$ cat src/rtl/error_rns_lift_pkg.sv
// rtl/error_rns_lift_pkg.sv - shared widths, source select and ternary codes for the RNS lift
package error_rns_lift_pkg;

  localparam int N      = 8192;
  localparam int LOG_N  = 13;
  localparam int CBD_W  = 6;
  localparam int TERN_W = 2;
  localparam int COEF_W = 54;

  typedef enum logic [1:0] {
    SEL_E0  = 2'd0,
    SEL_E1  = 2'd1,
    SEL_V   = 2'd2,
    SEL_RSV = 2'd3
  } sel_e;

  typedef enum logic [1:0] {
    ST_IDLE  = 2'd0,
    ST_RUN   = 2'd1,
    ST_DRAIN = 2'd2,
    ST_DONE  = 2'd3
  } state_e;

  localparam logic [TERN_W-1:0] TERN_ZERO = 2'b00;
  localparam logic [TERN_W-1:0] TERN_POS  = 2'b01;
  localparam logic [TERN_W-1:0] TERN_BAD  = 2'b10;
  localparam logic [TERN_W-1:0] TERN_NEG  = 2'b11;

endpackage

$ cat src/rtl/error_rns_lift_signed_mod_lift.sv
// rtl/error_rns_lift_signed_mod_lift.sv - maps a small signed value into [0, q)
module signed_mod_lift
  import error_rns_lift_pkg::*;
(
  input  logic [CBD_W-1:0]  i_x,
  input  logic [COEF_W-1:0] i_q,
  output logic [COEF_W-1:0] o_res
);

  logic [CBD_W-1:0] w_mag;

  // Magnitude of -32 wraps to 6'b100000, which is still the correct unsigned 32.
  assign w_mag = i_x[CBD_W-1] ? (~i_x + CBD_W'(1)) : i_x;
  assign o_res = i_x[CBD_W-1] ? (i_q - {{(COEF_W-CBD_W){1'b0}}, w_mag})
                              : {{(COEF_W-CBD_W){1'b0}}, i_x};

endmodule

$ cat src/rtl/error_rns_lift.sv
// rtl/error_rns_lift.sv - streams one small-coefficient polynomial into an RNS residue channel
module error_rns_lift
  import error_rns_lift_pkg::*;
#(
  parameter int RD_LAT = 2,
  parameter int N      = error_rns_lift_pkg::N
) (
  input  logic                clk,
  input  logic                rst,
  input  logic                i_start,
  input  logic [1:0]          i_sel,
  input  logic [COEF_W-1:0]   i_q,
  output logic [LOG_N-1:0]    o_rd_addr,
  input  logic [CBD_W-1:0]    i_rd_data_e0,
  input  logic [CBD_W-1:0]    i_rd_data_e1,
  input  logic [TERN_W-1:0]   i_rd_data_v,
  output logic [LOG_N-1:0]    o_wr_addr,
  output logic [COEF_W-1:0]   o_wr_data,
  output logic                o_wea,
  output logic                o_busy,
  output logic                o_done,
  output logic                o_bad_code
);

  localparam logic [LOG_N-1:0] LAST = LOG_N'(N - 1);

  state_e             r_state, w_state_nxt;
  sel_e               r_sel;
  logic [COEF_W-1:0]  r_q;
  logic [LOG_N-1:0]   r_rd_addr, r_wr_addr;
  logic [COEF_W-1:0]  r_wr_data;
  logic               r_wea, r_bad_code;
  logic               r_vld [RD_LAT];
  logic [LOG_N-1:0]   r_adr [RD_LAT];
  logic               w_accept, w_last_rd, w_last_wr, w_vld_c;
  logic [CBD_W-1:0]   w_x;
  logic [COEF_W-1:0]  w_lift;

  assign w_accept  = i_start && (r_state == ST_IDLE || r_state == ST_DONE);
  assign w_last_rd = (r_rd_addr == LAST);
  assign w_last_wr = r_wea && (r_wr_addr == LAST);
  assign w_vld_c   = r_vld[RD_LAT-1];

  always_comb begin
    w_state_nxt = r_state;
    case (r_state)
      ST_IDLE, ST_DONE: begin
        if (w_accept) w_state_nxt = (sel_e'(i_sel) == SEL_RSV) ? ST_DONE : ST_RUN;
      end
      ST_RUN:   if (w_last_rd) w_state_nxt = ST_DRAIN;
      ST_DRAIN: if (w_last_wr) w_state_nxt = ST_DONE;
      default:  w_state_nxt = ST_IDLE;
    endcase
  end

  // Ternary v is widened to the same signed width as e0/e1 so one lift serves all sources.
  always_comb begin
    w_x = '0;
    case (r_sel)
      SEL_E0: w_x = i_rd_data_e0;
      SEL_E1: w_x = i_rd_data_e1;
      SEL_V: begin
        case (i_rd_data_v)
          TERN_POS: w_x = CBD_W'(1);
          TERN_NEG: w_x = '1;
          default:  w_x = '0;
        endcase
      end
      default: w_x = '0;
    endcase
  end

  signed_mod_lift u_lift (
    .i_x   (w_x),
    .i_q   (r_q),
    .o_res (w_lift)
  );

  always_ff @(posedge clk or posedge rst) begin
    if (rst) begin
      r_state    <= ST_IDLE;
      r_sel      <= SEL_E0;
      r_q        <= '0;
      r_rd_addr  <= '0;
      r_wr_addr  <= '0;
      r_wr_data  <= '0;
      r_wea      <= 1'b0;
      r_bad_code <= 1'b0;
      for (int i = 0; i < RD_LAT; i++) begin
        r_vld[i] <= 1'b0;
        r_adr[i] <= '0;
      end
    end else begin
      r_state <= w_state_nxt;
      if (w_accept) begin
        r_sel     <= sel_e'(i_sel);
        r_q       <= i_q;
        r_rd_addr <= '0;
      end else if (r_state == ST_RUN && !w_last_rd) begin
        r_rd_addr <= r_rd_addr + LOG_N'(1);
      end
      // Every RUN cycle issues exactly one read; its tag emerges when the BRAM data does.
      r_vld[0] <= (r_state == ST_RUN);
      r_adr[0] <= r_rd_addr;
      for (int i = 1; i < RD_LAT; i++) begin
        r_vld[i] <= r_vld[i-1];
        r_adr[i] <= r_adr[i-1];
      end
      r_wea <= w_vld_c;
      if (w_vld_c) begin
        r_wr_addr <= r_adr[RD_LAT-1];
        r_wr_data <= w_lift;
      end
      if (w_accept) begin
        r_bad_code <= 1'b0;
      end else if (w_vld_c && r_sel == SEL_V && i_rd_data_v == TERN_BAD) begin
        r_bad_code <= 1'b1;
      end
    end
  end

  assign o_rd_addr  = r_rd_addr;
  assign o_wr_addr  = r_wr_addr;
  assign o_wr_data  = r_wr_data;
  assign o_wea      = r_wea;
  assign o_busy     = (r_state == ST_RUN) || (r_state == ST_DRAIN);
  assign o_done     = (r_state == ST_DONE);
  assign o_bad_code = r_bad_code;

endmodule
$ cat config.mk
export PLATFORM = sky130hd
export DESIGN_NAME = error_rns_lift
export DESIGN_NICKNAME = d
export VERILOG_FILES = /design/src/rtl/error_rns_lift_pkg.sv /design/src/rtl/error_rns_lift_signed_mod_lift.sv /design/src/rtl/error_rns_lift.sv
export SDC_FILE = /design/constraint.sdc
export NUM_CORES = 1
export LEC_CHECK = 0
export BUFFER_PORTS_ARGS = -buffer_cell sky130_fd_sc_hd__buf_4
export CORE_MARGIN = 2
export CORE_UTILIZATION = 53
export CTS_CLUSTER_DIAMETER = 30
export DETAILED_ROUTE_END_ITERATION = 12
export PLACE_DENSITY = 0.86
export RECOVER_POWER = 50
export REMOVE_ABC_BUFFERS = 1
export SYNTH_ARGS = -nofsm -noshare
export SYNTH_HDL_FRONTEND = slang
export SYNTH_SLANG_ARGS = --single-unit
$ cat constraint.sdc
create_clock -name clk -period 12.04 [get_ports clk]
set_clock_uncertainty 0.05 [all_clocks]
set_input_delay 1.806 -clock clk [delete_from_list [all_inputs] [get_ports clk]]
set_output_delay 1.806 -clock clk [all_outputs]
set_load 0.01 [all_outputs]
==> impl_metrics.xml, run 1 <==
<?xml version="1.0" encoding="UTF-8"?>
<metrics>
  <group name="outcome">
    <metric name="outcome" unit="">complete, but fails checks</metric>
    <metric name="violations" unit="">max-capacitance violations, max-slew violations</metric>
  </group>
  <group name="floorplan">
    <metric name="core-area" unit="mm2">0.0152</metric>
    <metric name="chipHeight" unit="um">129</metric>
    <metric name="fp-row-count" unit="">45</metric>
    <metric name="total_die_area" unit="mm2">0.0166</metric>
    <metric name="floorplan.initialDensity" unit="%">54.2</metric>
    <metric name="floorplan.io_pins" unit="">157</metric>
    <metric name="dieWidth" unit="um">129</metric>
  </group>
  <group name="logic_synthesis">
    <metric name="yosys-mux-area-fraction" unit="%">3.01</metric>
    <metric name="yosys.area_share.adder" unit="%">2.06</metric>
    <metric name="synth-warning-count" unit="">0</metric>
    <metric name="synthesis.area_per_instance" unit="um2">9.65</metric>
    <metric name="netlist_area" unit="mm2">0.00824</metric>
    <metric name="post_synth_inst_count" unit="">854</metric>
    <metric name="synth_simple_gate_area_share" unit="%">24.8</metric>
    <metric name="async_flop_share" unit="%">100</metric>
    <metric name="synth_edf_count" unit="">0</metric>
    <metric name="postSynth.topFlopCell" unit="">dfrtp_1</metric>
    <metric name="synthDistinctLibCells" unit="">71</metric>
    <metric name="synth_xor_area_share" unit="%">2.34</metric>
    <metric name="yosysSeqAreaShare" unit="%">51.0</metric>
    <metric name="synth_compound_gate_area_share" unit="%">13.8</metric>
    <metric name="ys_ff_latch" unit="">168</metric>
    <metric name="synth_top_family_by_area" unit="">simple AND/OR/NAND/NOR gates</metric>
  </group>
  <group name="critical_path">
    <metric name="critical_path.reg2reg.endpoint" unit="">o_wr_data[52]</metric>
    <metric name="critPathSlowestCell" unit="">o21a_1</metric>
    <metric name="timing.reg2reg.worst_path_depth" unit="">10</metric>
    <metric name="reg2reg_slack" unit="ps">7740</metric>
    <metric name="worstPathCellList" unit="">buf_4 -&gt; nand4b_1 -&gt; o21a_1 -&gt; nor2_1 -&gt; xnor2_1 -&gt; ha_1 -&gt; nor2b_1 -&gt; o31a_1 -&gt; a2111o_1 -&gt; or4_1 -&gt; nand3_1</metric>
    <metric name="endpoint_kind" unit="">flip-flop</metric>
    <metric name="cp_max_fo" unit="">23</metric>
    <metric name="timing.critical_path.max_delay_family" unit="">compound AO/OA/AOI/OAI gates</metric>
    <metric name="buffers_and_inverters_on_the_worst_path" unit="">1</metric>
    <metric name="r2r_start" unit="">r_sel[0]</metric>
    <metric name="critical_path.startpoint_type" unit="">input pin</metric>
    <metric name="crit_path_max_incr_delay" unit="ps">830</metric>
    <metric name="crit_required" unit="ps">12360</metric>
    <metric name="path_class" unit="">input pin to flip-flop</metric>
    <metric name="timing.critical_path.arrival" unit="ps">5370</metric>
  </group>
  <group name="route">
    <metric name="vias_per_cell" unit="">6.15</metric>
    <metric name="drtIter0Drc" unit="">891</metric>
    <metric name="drt_drc_violations_left" unit="">0</metric>
    <metric name="detail_route.wl_per_cell" unit="um">19.1</metric>
    <metric name="number_of_nets_with_antenna_violations_after_routing" unit="">0</metric>
    <metric name="vias" unit="">7333</metric>
    <metric name="drt_pass1_iterations" unit="">5</metric>
    <metric name="total_wire_length" unit="um">22800</metric>
  </group>
  <group name="placed_design">
    <metric name="dp_slack" unit="ps">6610</metric>
    <metric name="dp.final_hpwl" unit="um">14800</metric>
    <metric name="final_weighted_congestion_of_routability_driven_global_placement" unit="">0.905</metric>
    <metric name="detailed_place.area" unit="mm2">0.00954</metric>
    <metric name="place.port_buffers" unit="">156</metric>
  </group>
  <group name="layout">
    <metric name="design_area" unit="mm2">0.00997</metric>
    <metric name="mostFrequentLayoutCells" unit="">nand2_1, dfrtp_1, buf_4, clkbuf_1, nor2_1</metric>
    <metric name="post_route_cells_drive_above_1_share" unit="%">18.3</metric>
    <metric name="flow.area_growth_from_synthesis" unit="%">21.0</metric>
    <metric name="final_common_cell" unit="">nand2_1</metric>
    <metric name="finalNetCount" unit="">1077</metric>
    <metric name="antenna_diode_instance_count" unit="">0</metric>
  </group>
  <group name="clocking">
    <metric name="post_cts.repair.setup_buffers" unit="">0</metric>
    <metric name="tritoncts.num_buffers" unit="">17</metric>
    <metric name="htree_levels" unit="">4</metric>
    <metric name="cts.path.max_buffers" unit="">2</metric>
    <metric name="clk_root_buffer_cell" unit="">clkbuf_16</metric>
    <metric name="clock-sinks" unit="">168</metric>
    <metric name="cts_repair_resize_count" unit="">0</metric>
    <metric name="cts-hold-fix-buffers" unit="">0</metric>
    <metric name="clock_latency" unit="ps">440</metric>
    <metric name="tritoncts" unit="">yes</metric>
    <metric name="clk_transition_reported_paths" unit="ps">80</metric>
  </group>
  <group name="power">
    <metric name="fin_total_pwr" unit="uW">2680</metric>
    <metric name="power.leakage" unit="uW">0.00467</metric>
    <metric name="vdd_drop_max" unit="V">0.000145</metric>
    <metric name="cellPowerDensity" unit="mW/mm2">269</metric>
  </group>
  <group name="worst_hold_path">
    <metric name="hp-class" unit="">flip-flop to flip-flop</metric>
    <metric name="hold_path_depth" unit="">0</metric>
    <metric name="holdPathEnd" unit="">r_adr[1]</metric>
    <metric name="hold_start" unit="">r_adr[14]</metric>
  </group>
  <group name="global_route">
    <metric name="track_usage" unit="%">28.4</metric>
    <metric name="first_global_vias" unit="">7120</metric>
    <metric name="grt-ovfl-total" unit="">0</metric>
    <metric name="grt.busiest_layer" unit="">met2</metric>
    <metric name="grt_util_met3" unit="%">7.40</metric>
    <metric name="grt_use_met1" unit="%">36.6</metric>
    <metric name="maximum_number_of_pins_on_one_net_before_global_route_repair" unit="">92</metric>
    <metric name="grt_first_pass_wirelength" unit="um">36600</metric>
    <metric name="globalRouteMet2Util" unit="%">45.3</metric>
    <metric name="number_of_antenna_violations_at_the_first_check_in_global_routing" unit="">0</metric>
  </group>
  <group name="timing">
    <metric name="drv_slew" unit="">230</metric>
    <metric name="max_clock_freq" unit="GHz">0.198</metric>
    <metric name="fin_ws" unit="ps">6980</metric>
    <metric name="finalHoldViolCount" unit="">0</metric>
    <metric name="final_period_minus_worst_setup_slack" unit="ps">5060</metric>
    <metric name="post-route-period-util" unit="%">42.0</metric>
    <metric name="worst_max_slew_pin_slew" unit="ps">3990</metric>
    <metric name="fin_setup_tns" unit="ps">0</metric>
    <metric name="setup_viol_count_final" unit="">0</metric>
    <metric name="grt_setup_unrepaired" unit="">false</metric>
    <metric name="max_transition_margin" unit="%">-167</metric>
  </group>
  <group name="flow_run">
    <metric name="maxCapViolCount" unit="">4</metric>
  </group>
</metrics>
[cells by family after synthesis]
kind of cell	after synthesis
mux	23
compound gates	155
flops	168
simple gates	411
buf+inv	62
xor+xnor	22
fa+ha+maj	13
[where the power goes]
part	switching (uW)	internal (uW)
logic	707	420
clock network	281	289
registers	235	751
[state kept, by name, summed over array words and instances (netlist names)]
register,cells
r_state,2
o_wr_data,54
o_wea,1
r_q,54
o_bad_code,1
o_rd_addr,13
w_vld_c,1
r_vld,1
o_wr_addr,13
r_adr,26
r_sel,2
[cells in the mapped netlist, types with 5 or more instances]
cell type | number | area, um2
xor2_1 | 13 | 114
dfrtp_1 | 168 | 4200
mux2i_1 | 9 | 90.1
xnor2_1 | 9 | 78.8
and4_1 | 7 | 61.3
o21a_1 | 7 | 52.6
nand4_1 | 16 | 100
inv_1 | 15 | 56.3
and3_1 | 6 | 37.5
nand3_1 | 33 | 165
o211a_1 | 5 | 50.1
nor3_1 | 23 | 115
o2111ai_1 | 7 | 61.3
o211ai_1 | 23 | 173
nand2_1 | 203 | 762
nor4_1 | 15 | 93.8
a32oi_1 | 6 | 52.6
or4_1 | 11 | 82.6
nor2_1 | 46 | 173
a21oi_1 | 30 | 150
ha_1 | 12 | 150
o31ai_1 | 5 | 37.5
or3_1 | 14 | 87.6
o21ai_0 | 18 | 90.1
or2_2 | 6 | 37.5
mux2_2 | 14 | 158
a22o_1 | 10 | 87.6
clkbuf_1 | 41 | 154
[worst max-delay path by stage]
stage               endpoint           start  cells after the start  slack [ps]
3_3_place_gp   o_wr_data[52]  i_rd_data_v[1]                     11        6700
2_1_floorplan     o_bad_code             rst                      1        5640
4_1_cts        o_wr_data[52]  i_rd_data_v[1]                     11        7070
5_1_grt              r_q[25]             rst                      3        6440
3_5_place_dp   o_wr_data[52]  i_rd_data_v[1]                     11        6610
6_report       o_wr_data[52]  i_rd_data_v[1]                     11        6980
[cell type report]
type	count	area, um2
flip-flops and latches	168	4210
clock inverters	15	209
repair buffers	165	1040
multi-input cells	624	3800
inverters	15	57.6
well taps	188	235
fillers	1209	5230
clock buffers	17	425
[per-layer routing]
| layer | part of all wire [%] | vias up | wire length, um |
|---|---|---|---|
| met5 | 0 | - | 0 |
| met4 | 3.0 | 0 | 682 |
| met3 | 9.2 | 71 | 2090 |
| met2 | 48 | 397 | 10900 |
| met1 | 40 | 3512 | 9140 |
| li1 | - | 3353 | - |
[stage by stage]
stage                     hold WS [ps]  cells  util [%]
final                              301   1192      65.6
after global routing               309   1192      65.6
after CTS                          302   1192      66.9
after detailed placement           285   1160      62.8
after global placement             281   1160      62.8
after floorplan                    281    807         -
Note: power is estimated with default switching activity, not from simulation.
==> run 2: changes to the inputs <==
--- a/config.mk
+++ b/config.mk
@@ -7,10 +7,10 @@
 export LEC_CHECK = 0
 export BUFFER_PORTS_ARGS = -buffer_cell sky130_fd_sc_hd__buf_4
 export CORE_MARGIN = 2
-export CORE_UTILIZATION = 53
+export CORE_UTILIZATION = 50
 export CTS_CLUSTER_DIAMETER = 30
 export DETAILED_ROUTE_END_ITERATION = 12
-export PLACE_DENSITY = 0.86
+export PLACE_DENSITY = 0.85
 export RECOVER_POWER = 50
 export REMOVE_ABC_BUFFERS = 1
 export SYNTH_ARGS = -nofsm -noshare
==> constraint.sdc (replaced) <==
create_clock -name clk -period 4.4 [get_ports clk]
set_clock_uncertainty 0.05 [all_clocks]
set_input_delay 0.66 -clock clk [delete_from_list [all_inputs] [get_ports clk]]
set_output_delay 0.66 -clock clk [all_outputs]
set_load 0.01 [all_outputs]
==> impl_metrics.xml, run 2 (synthesis results as in run 1) <==
<?xml version="1.0" encoding="UTF-8"?>
<metrics>
  <group name="critical_path">
    <metric name="timing.reg2reg.worst_path_depth" unit="">13</metric>
    <metric name="reg2reg_slack" unit="ps">510</metric>
    <metric name="worstPathCellList" unit="">mux2i_1 -&gt; o21ai_0 -&gt; inv_1 -&gt; ha_1 -&gt; o21ai_0 -&gt; inv_1 -&gt; fa_1 -&gt; nor2b_1 -&gt; o31a_1 -&gt; nor3_1 -&gt; buf_4 -&gt; and4_1 -&gt; a211o_1</metric>
    <metric name="path_class" unit="">flip-flop to flip-flop</metric>
    <metric name="crit_required" unit="ps">4680</metric>
    <metric name="timing.critical_path.depth" unit="">13</metric>
    <metric name="critical_path.reg2reg.endpoint" unit="">o_wr_data[38]</metric>
    <metric name="buffers_and_inverters_on_the_worst_path" unit="">3</metric>
    <metric name="timing.critical_path.max_delay_family" unit="">compound AO/OA/AOI/OAI gates</metric>
    <metric name="endpoint_kind" unit="">flip-flop</metric>
    <metric name="r2r_start" unit="">r_sel[0]</metric>
    <metric name="timing.critical_path.arrival" unit="ps">4160</metric>
    <metric name="critical_path.startpoint" unit="">r_sel[0]</metric>
    <metric name="termination_of_the_worst_setup_path" unit="">o_wr_data[38]</metric>
    <metric name="crit_path_max_incr_delay" unit="ps">640</metric>
    <metric name="cp_max_fo" unit="">13</metric>
    <metric name="critPathSlowestCell" unit="">dfrtp_1</metric>
    <metric name="critical_path.startpoint_type" unit="">flip-flop</metric>
  </group>
  <group name="timing">
    <metric name="worst_max_slew_pin_slew" unit="ps">2410</metric>
    <metric name="post-route-period-util" unit="%">88.3</metric>
    <metric name="fin_setup_tns" unit="ps">0</metric>
    <metric name="max_clock_freq" unit="GHz">0.257</metric>
    <metric name="max_transition_margin" unit="%">-60.7</metric>
    <metric name="finalHoldViolCount" unit="">0</metric>
    <metric name="grt_setup_unrepaired" unit="">false</metric>
    <metric name="setup_viol_count_final" unit="">0</metric>
    <metric name="drv_slew" unit="">167</metric>
    <metric name="final_period_minus_worst_setup_slack" unit="ps">3890</metric>
  </group>
  <group name="clocking">
    <metric name="post_cts.repair.setup_buffers" unit="">0</metric>
    <metric name="cts_repair_resize_count" unit="">0</metric>
    <metric name="htree_levels" unit="">4</metric>
    <metric name="clk_transition_reported_paths" unit="ps">80</metric>
    <metric name="clock-sinks" unit="">168</metric>
    <metric name="tritoncts" unit="">yes</metric>
    <metric name="clock_latency" unit="ps">450</metric>
    <metric name="tritoncts.num_buffers" unit="">17</metric>
    <metric name="cts-hold-fix-buffers" unit="">0</metric>
    <metric name="clk_root_buffer_cell" unit="">clkbuf_16</metric>
    <metric name="cts.path.max_buffers" unit="">2</metric>
  </group>
  <group name="global_route">
    <metric name="first_global_vias" unit="">7072</metric>
    <metric name="track_usage" unit="%">26.0</metric>
    <metric name="grt-ovfl-total" unit="">0</metric>
    <metric name="grt_first_pass_wirelength" unit="um">36300</metric>
    <metric name="maximum_number_of_pins_on_one_net_before_global_route_repair" unit="">114</metric>
    <metric name="number_of_antenna_violations_at_the_first_check_in_global_routing" unit="">0</metric>
  </group>
  <group name="layout">
    <metric name="multi_input_combinational_cell_area" unit="mm2">0.00380</metric>
    <metric name="fillCellCount" unit="">1308</metric>
    <metric name="post_route_cells_drive_above_1_share" unit="%">22.6</metric>
    <metric name="flow.area_growth_from_synthesis" unit="%">23.3</metric>
    <metric name="layout.area.seq" unit="mm2">0.00420</metric>
    <metric name="finalNetCount" unit="">1079</metric>
    <metric name="design_area" unit="mm2">0.0102</metric>
    <metric name="antenna_diode_instance_count" unit="">0</metric>
    <metric name="mostFrequentLayoutCells" unit="">nand2_1, dfrtp_1, buf_4, nor2_1, nand3_1</metric>
    <metric name="final_common_cell" unit="">nand2_1</metric>
  </group>
  <group name="outcome">
    <metric name="violations" unit="">max-capacitance violations, max-slew violations</metric>
    <metric name="outcome" unit="">complete, but fails checks</metric>
  </group>
  <group name="flow_run">
    <metric name="maxCapViolCount" unit="">2</metric>
  </group>
  <group name="floorplan">
    <metric name="total_die_area" unit="mm2">0.0175</metric>
    <metric name="chipHeight" unit="um">132</metric>
    <metric name="fp-row-count" unit="">46</metric>
    <metric name="core-area" unit="mm2">0.0160</metric>
    <metric name="floorplan.io_pins" unit="">157</metric>
    <metric name="dieWidth" unit="um">132</metric>
    <metric name="floorplan.initialDensity" unit="%">51.5</metric>
  </group>
  <group name="placed_design">
    <metric name="place.port_buffers" unit="">156</metric>
    <metric name="detailed_place.area" unit="mm2">0.00961</metric>
    <metric name="final_weighted_congestion_of_routability_driven_global_placement" unit="">0.881</metric>
    <metric name="dp.final_hpwl" unit="um">15200</metric>
  </group>
  <group name="route">
    <metric name="vias_per_cell" unit="">5.88</metric>
    <metric name="detail_route.wl_per_cell" unit="um">18.5</metric>
    <metric name="drt_pass1_iterations" unit="">8</metric>
    <metric name="total_wire_length" unit="um">22600</metric>
    <metric name="drtIter0Drc" unit="">853</metric>
    <metric name="drt_drc_violations_left" unit="">0</metric>
    <metric name="vias" unit="">7190</metric>
    <metric name="number_of_nets_with_antenna_violations_after_routing" unit="">0</metric>
  </group>
  <group name="power">
    <metric name="fin_total_pwr" unit="uW">7400</metric>
    <metric name="share_comb_of_total_power" unit="%">42.1</metric>
    <metric name="power.leakage" unit="uW">0.00484</metric>
    <metric name="cellInternalPower" unit="uW">4090</metric>
    <metric name="switching_share" unit="%">44.8</metric>
    <metric name="power_switching" unit="uW">3310</metric>
    <metric name="cellPowerDensity" unit="mW/mm2">728</metric>
    <metric name="power.share.clock" unit="%">20.8</metric>
    <metric name="vdd_drop_max" unit="V">0.000341</metric>
    <metric name="seqPwrFrac" unit="%">37.1</metric>
  </group>
  <group name="worst_hold_path">
    <metric name="hp-class" unit="">flip-flop to flip-flop</metric>
  </group>
</metrics>
==> run 2: changes by cell type in the layout (fill, tap and decap cells not counted), sizes merged <==
cell	delta
clkbuf	-40
buf	+42
clkinv	-1
inv	+1
==> run 2: area by class of cell <==
type,count,area share (%)
Multi-Input combinational cell,624,37.4
Timing Repair Buffer,167,11.9
Clock inverter,15,1.91
Clock buffer,17,4.19
Inverter,15,0.591
Tap cell,216,2.66
Sequential cell,168,41.4
==> run 2: power by group through the flow <==
stage / registers (uW) / clock network [uW] / logic (uW)
after CTS: 2720 / 1550 / 3140
after detailed placement: 2740 / 0 / 3110
final: 2740 / 1540 / 3120
after floorplan: 2640 / 0 / 1950
after global routing: 2810 / 1610 / 3440
after global placement: 2730 / 0 / 3020
==> run 2: how the worst min path moves through the flow <==
stage | startpoint | endpoint | slack [ps] | cells after the start
detailed placement | r_adr[20] | r_adr[7] | 280 | 0
global route | r_adr[15] | r_adr[2] | 300 | 0
finish | r_adr[20] | r_adr[7] | 300 | 0
global placement | r_adr[20] | r_adr[7] | 280 | 0
floorplan | r_adr[13] | r_adr[0] | 280 | 0
CTS | r_adr[15] | r_adr[2] | 300 | 0
==> run 2: metal layers <==
metal  GRT usage [%]  part of all wire (%)  up-vias
li1                -                     -     3336
met1            34.3                    41     3488
met2            41.9                    48      312
met3            6.00                   7.9       54
met4            10.3                   2.6        0
met5               0                     0        -
==> run 2: stage by stage <==
stage	instances	worst slack (ps)	hold WS, ps	util, %
floorplan	807	-857	281	-
global placement	1190	594	282	60.0
detailed placement	1190	502	285	60.0
finish	1222	514	301	63.5
CTS	1222	551	302	63.9
global route	1222	217	304	63.5
==> run 3: changes to the inputs <==
--- a/config.mk
+++ b/config.mk
@@ -7,10 +7,10 @@
 export LEC_CHECK = 0
 export BUFFER_PORTS_ARGS = -buffer_cell sky130_fd_sc_hd__buf_4
 export CORE_MARGIN = 2
-export CORE_UTILIZATION = 50
+export CORE_UTILIZATION = 25
 export CTS_CLUSTER_DIAMETER = 30
 export DETAILED_ROUTE_END_ITERATION = 12
-export PLACE_DENSITY = 0.85
+export PLACE_DENSITY = 0.53
 export RECOVER_POWER = 50
 export REMOVE_ABC_BUFFERS = 1
 export SYNTH_ARGS = -nofsm -noshare
==> impl_metrics.xml, run 3 (synthesis results as in run 1) <==
<?xml version="1.0" encoding="UTF-8"?>
<metrics>
  <group name="outcome">
    <metric name="outcome" unit="">complete, but fails checks</metric>
    <metric name="violations" unit="">max-capacitance violations, max-slew violations</metric>
  </group>
  <group name="timing">
    <metric name="setup_viol_count_final" unit="">0</metric>
    <metric name="max_clock_freq" unit="GHz">0.251</metric>
    <metric name="final_period_minus_worst_setup_slack" unit="ps">3980</metric>
    <metric name="post-route-period-util" unit="%">90.5</metric>
    <metric name="finalHoldViolCount" unit="">0</metric>
    <metric name="drv_slew" unit="">132</metric>
    <metric name="max_transition_margin" unit="%">-46.4</metric>
    <metric name="worst_max_slew_pin_slew" unit="ps">2200</metric>
    <metric name="grt_setup_unrepaired" unit="">false</metric>
  </group>
  <group name="clocking">
    <metric name="cts_repair_resize_count" unit="">0</metric>
    <metric name="clk_transition_reported_paths" unit="ps">80</metric>
    <metric name="clock_latency" unit="ps">440</metric>
    <metric name="cts-hold-fix-buffers" unit="">0</metric>
    <metric name="clk_root_buffer_cell" unit="">clkbuf_16</metric>
    <metric name="post_cts.repair.setup_buffers" unit="">0</metric>
    <metric name="tritoncts" unit="">yes</metric>
    <metric name="clock-sinks" unit="">168</metric>
    <metric name="htree_levels" unit="">4</metric>
    <metric name="tritoncts.num_buffers" unit="">17</metric>
    <metric name="cts.path.max_buffers" unit="">2</metric>
  </group>
  <group name="global_route">
    <metric name="maximum_number_of_pins_on_one_net_before_global_route_repair" unit="">92</metric>
    <metric name="first_global_vias" unit="">6749</metric>
    <metric name="grt_first_pass_wirelength" unit="um">39800</metric>
    <metric name="number_of_antenna_violations_at_the_first_check_in_global_routing" unit="">0</metric>
    <metric name="track_usage" unit="%">15.2</metric>
    <metric name="grt-ovfl-total" unit="">0</metric>
  </group>
  <group name="layout">
    <metric name="flow.area_growth_from_synthesis" unit="%">26.2</metric>
    <metric name="finalNetCount" unit="">1084</metric>
    <metric name="design_area" unit="mm2">0.0104</metric>
    <metric name="mostFrequentLayoutCells" unit="">nand2_1, dfrtp_1, buf_4, nor2_1, clkbuf_1</metric>
    <metric name="final_common_cell" unit="">nand2_1</metric>
    <metric name="multi_input_combinational_cell_area" unit="mm2">0.00380</metric>
    <metric name="fillCellCount" unit="">3481</metric>
    <metric name="antenna_diode_instance_count" unit="">0</metric>
    <metric name="post_route_cells_drive_above_1_share" unit="%">20.6</metric>
    <metric name="layout.core_utilization" unit="%">32.0</metric>
    <metric name="layout.area.seq" unit="mm2">0.00420</metric>
  </group>
  <group name="flow_run">
    <metric name="maxCapViolCount" unit="">2</metric>
  </group>
  <group name="floorplan">
    <metric name="dieWidth" unit="um">186</metric>
    <metric name="core-area" unit="mm2">0.0325</metric>
    <metric name="total_die_area" unit="mm2">0.0344</metric>
    <metric name="fp-row-count" unit="">66</metric>
    <metric name="floorplan.io_pins" unit="">157</metric>
    <metric name="floorplan.initialDensity" unit="%">25.3</metric>
    <metric name="chipHeight" unit="um">186</metric>
  </group>
  <group name="critical_path">
    <metric name="worstPathCellList" unit="">mux2i_1 -&gt; o21ai_0 -&gt; inv_1 -&gt; ha_1 -&gt; o21ai_0 -&gt; inv_1 -&gt; fa_1 -&gt; nor2b_1 -&gt; o31a_1 -&gt; nor3_1 -&gt; buf_4 -&gt; and4_1 -&gt; a211o_1</metric>
    <metric name="endpoint_kind" unit="">flip-flop</metric>
    <metric name="critical_path.startpoint_type" unit="">flip-flop</metric>
    <metric name="crit_path_max_incr_delay" unit="ps">620</metric>
    <metric name="crit_required" unit="ps">4670</metric>
    <metric name="critPathSlowestCell" unit="">dfrtp_1</metric>
    <metric name="path_class" unit="">flip-flop to flip-flop</metric>
    <metric name="timing.critical_path.arrival" unit="ps">4250</metric>
    <metric name="cp_max_fo" unit="">13</metric>
  </group>
  <group name="route">
    <metric name="detail_route.wl_per_cell" unit="um">17.7</metric>
    <metric name="vias_per_cell" unit="">4.79</metric>
    <metric name="drt_pass1_iterations" unit="">5</metric>
    <metric name="number_of_nets_with_antenna_violations_after_routing" unit="">0</metric>
    <metric name="drt_drc_violations_left" unit="">0</metric>
    <metric name="vias" unit="">6963</metric>
    <metric name="total_wire_length" unit="um">25700</metric>
    <metric name="drtIter0Drc" unit="">461</metric>
  </group>
  <group name="placed_design">
    <metric name="dp.final_hpwl" unit="um">18000</metric>
    <metric name="final_weighted_congestion_of_routability_driven_global_placement" unit="">0.826</metric>
    <metric name="detailed_place.area" unit="mm2">0.00993</metric>
    <metric name="place.port_buffers" unit="">156</metric>
  </group>
  <group name="power">
    <metric name="vdd_drop_max" unit="V">0.000337</metric>
    <metric name="cellPowerDensity" unit="mW/mm2">716</metric>
    <metric name="power.leakage" unit="uW">0.00477</metric>
  </group>
  <group name="worst_hold_path">
    <metric name="hp-class" unit="">flip-flop to flip-flop</metric>
  </group>
</metrics>
[run 3: cell types whose count changed in the layout (fill, tap and decap cells not counted), sizes merged]
cell and change:
clkbuf +24, buf -19, clkinv +1, inv -1
[run 3: routing by layer]
| metal | routed length [um] | share of wire, % | track usage (%) | up-vias |
|---|---|---|---|---|
| li1 | - | - | - | 3362 |
| met1 | 11900 | 47 | 20.7 | 3401 |
| met2 | 11900 | 46 | 24.2 | 178 |
| met3 | 1420 | 5.5 | 3.44 | 22 |
| met4 | 369 | 1.4 | 3.97 | 0 |
| met5 | 0 | 0 | 0 | - |
[run 3: critical path: cells and delay by family, from the launching register on]
| kind | cells | cell delay, ps |
|---|---|---|
| compound gates | 4 | 1440 |
| fa+ha+maj | 2 | 700 |
| flops | 1 | 620 |
| simple gates | 3 | 510 |
| buf+inv | 3 | 390 |
| mux | 1 | 130 |
[run 3: final timing paths]
check	start	to	slack [ps]	cells after the start
hold reg to reg	r_adr[25]	r_adr[12]	300	0
min in group asynchronous	rst	r_q[41]	780	2
setup reg to reg	r_sel[0]	o_wr_data[38]	420	13
setup / recovery	r_sel[0]	o_wr_data[38]	420	13
max in group asynchronous	rst	o_wr_addr[11]	1440	3
hold / removal	r_adr[25]	r_adr[12]	300	0
[run 3: layout make-up]
| type | instances | area share [%] |
|---|---|---|
| flip-flops and latches | 168 | 40.4 |
| multi-input cells | 624 | 36.5 |
| repair buffers | 172 | 11.2 |
| well taps | 442 | 5.31 |
| clock buffers | 17 | 4.09 |
| clock inverters | 15 | 1.89 |
| inverters | 15 | 0.577 |
[run 3: report_power, final]
part	leakage [uW]	switching (uW)	internal (uW)
sequential	0.00219	640	2050
clock	0.000302	775	783
combinational	0.00228	1960	1240
total	0.00477	3380	4080
[run 3: metrics by stage]
stage | hold slack [ps] | setup WS [ps] | total power, uW | setup TNS (ps) | instances
detailed placement | 285 | 335 | 6030 | 0 | 1421
global placement | 282 | 378 | 5990 | 0 | 1421
finish | 300 | 416 | 7450 | 0 | 1453
floorplan | 281 | -857 | 4590 | -150180 | 807
global route | 309 | 33.9 | 8040 | 0 | 1453
CTS | 302 | 346 | 7620 | 0 | 1453
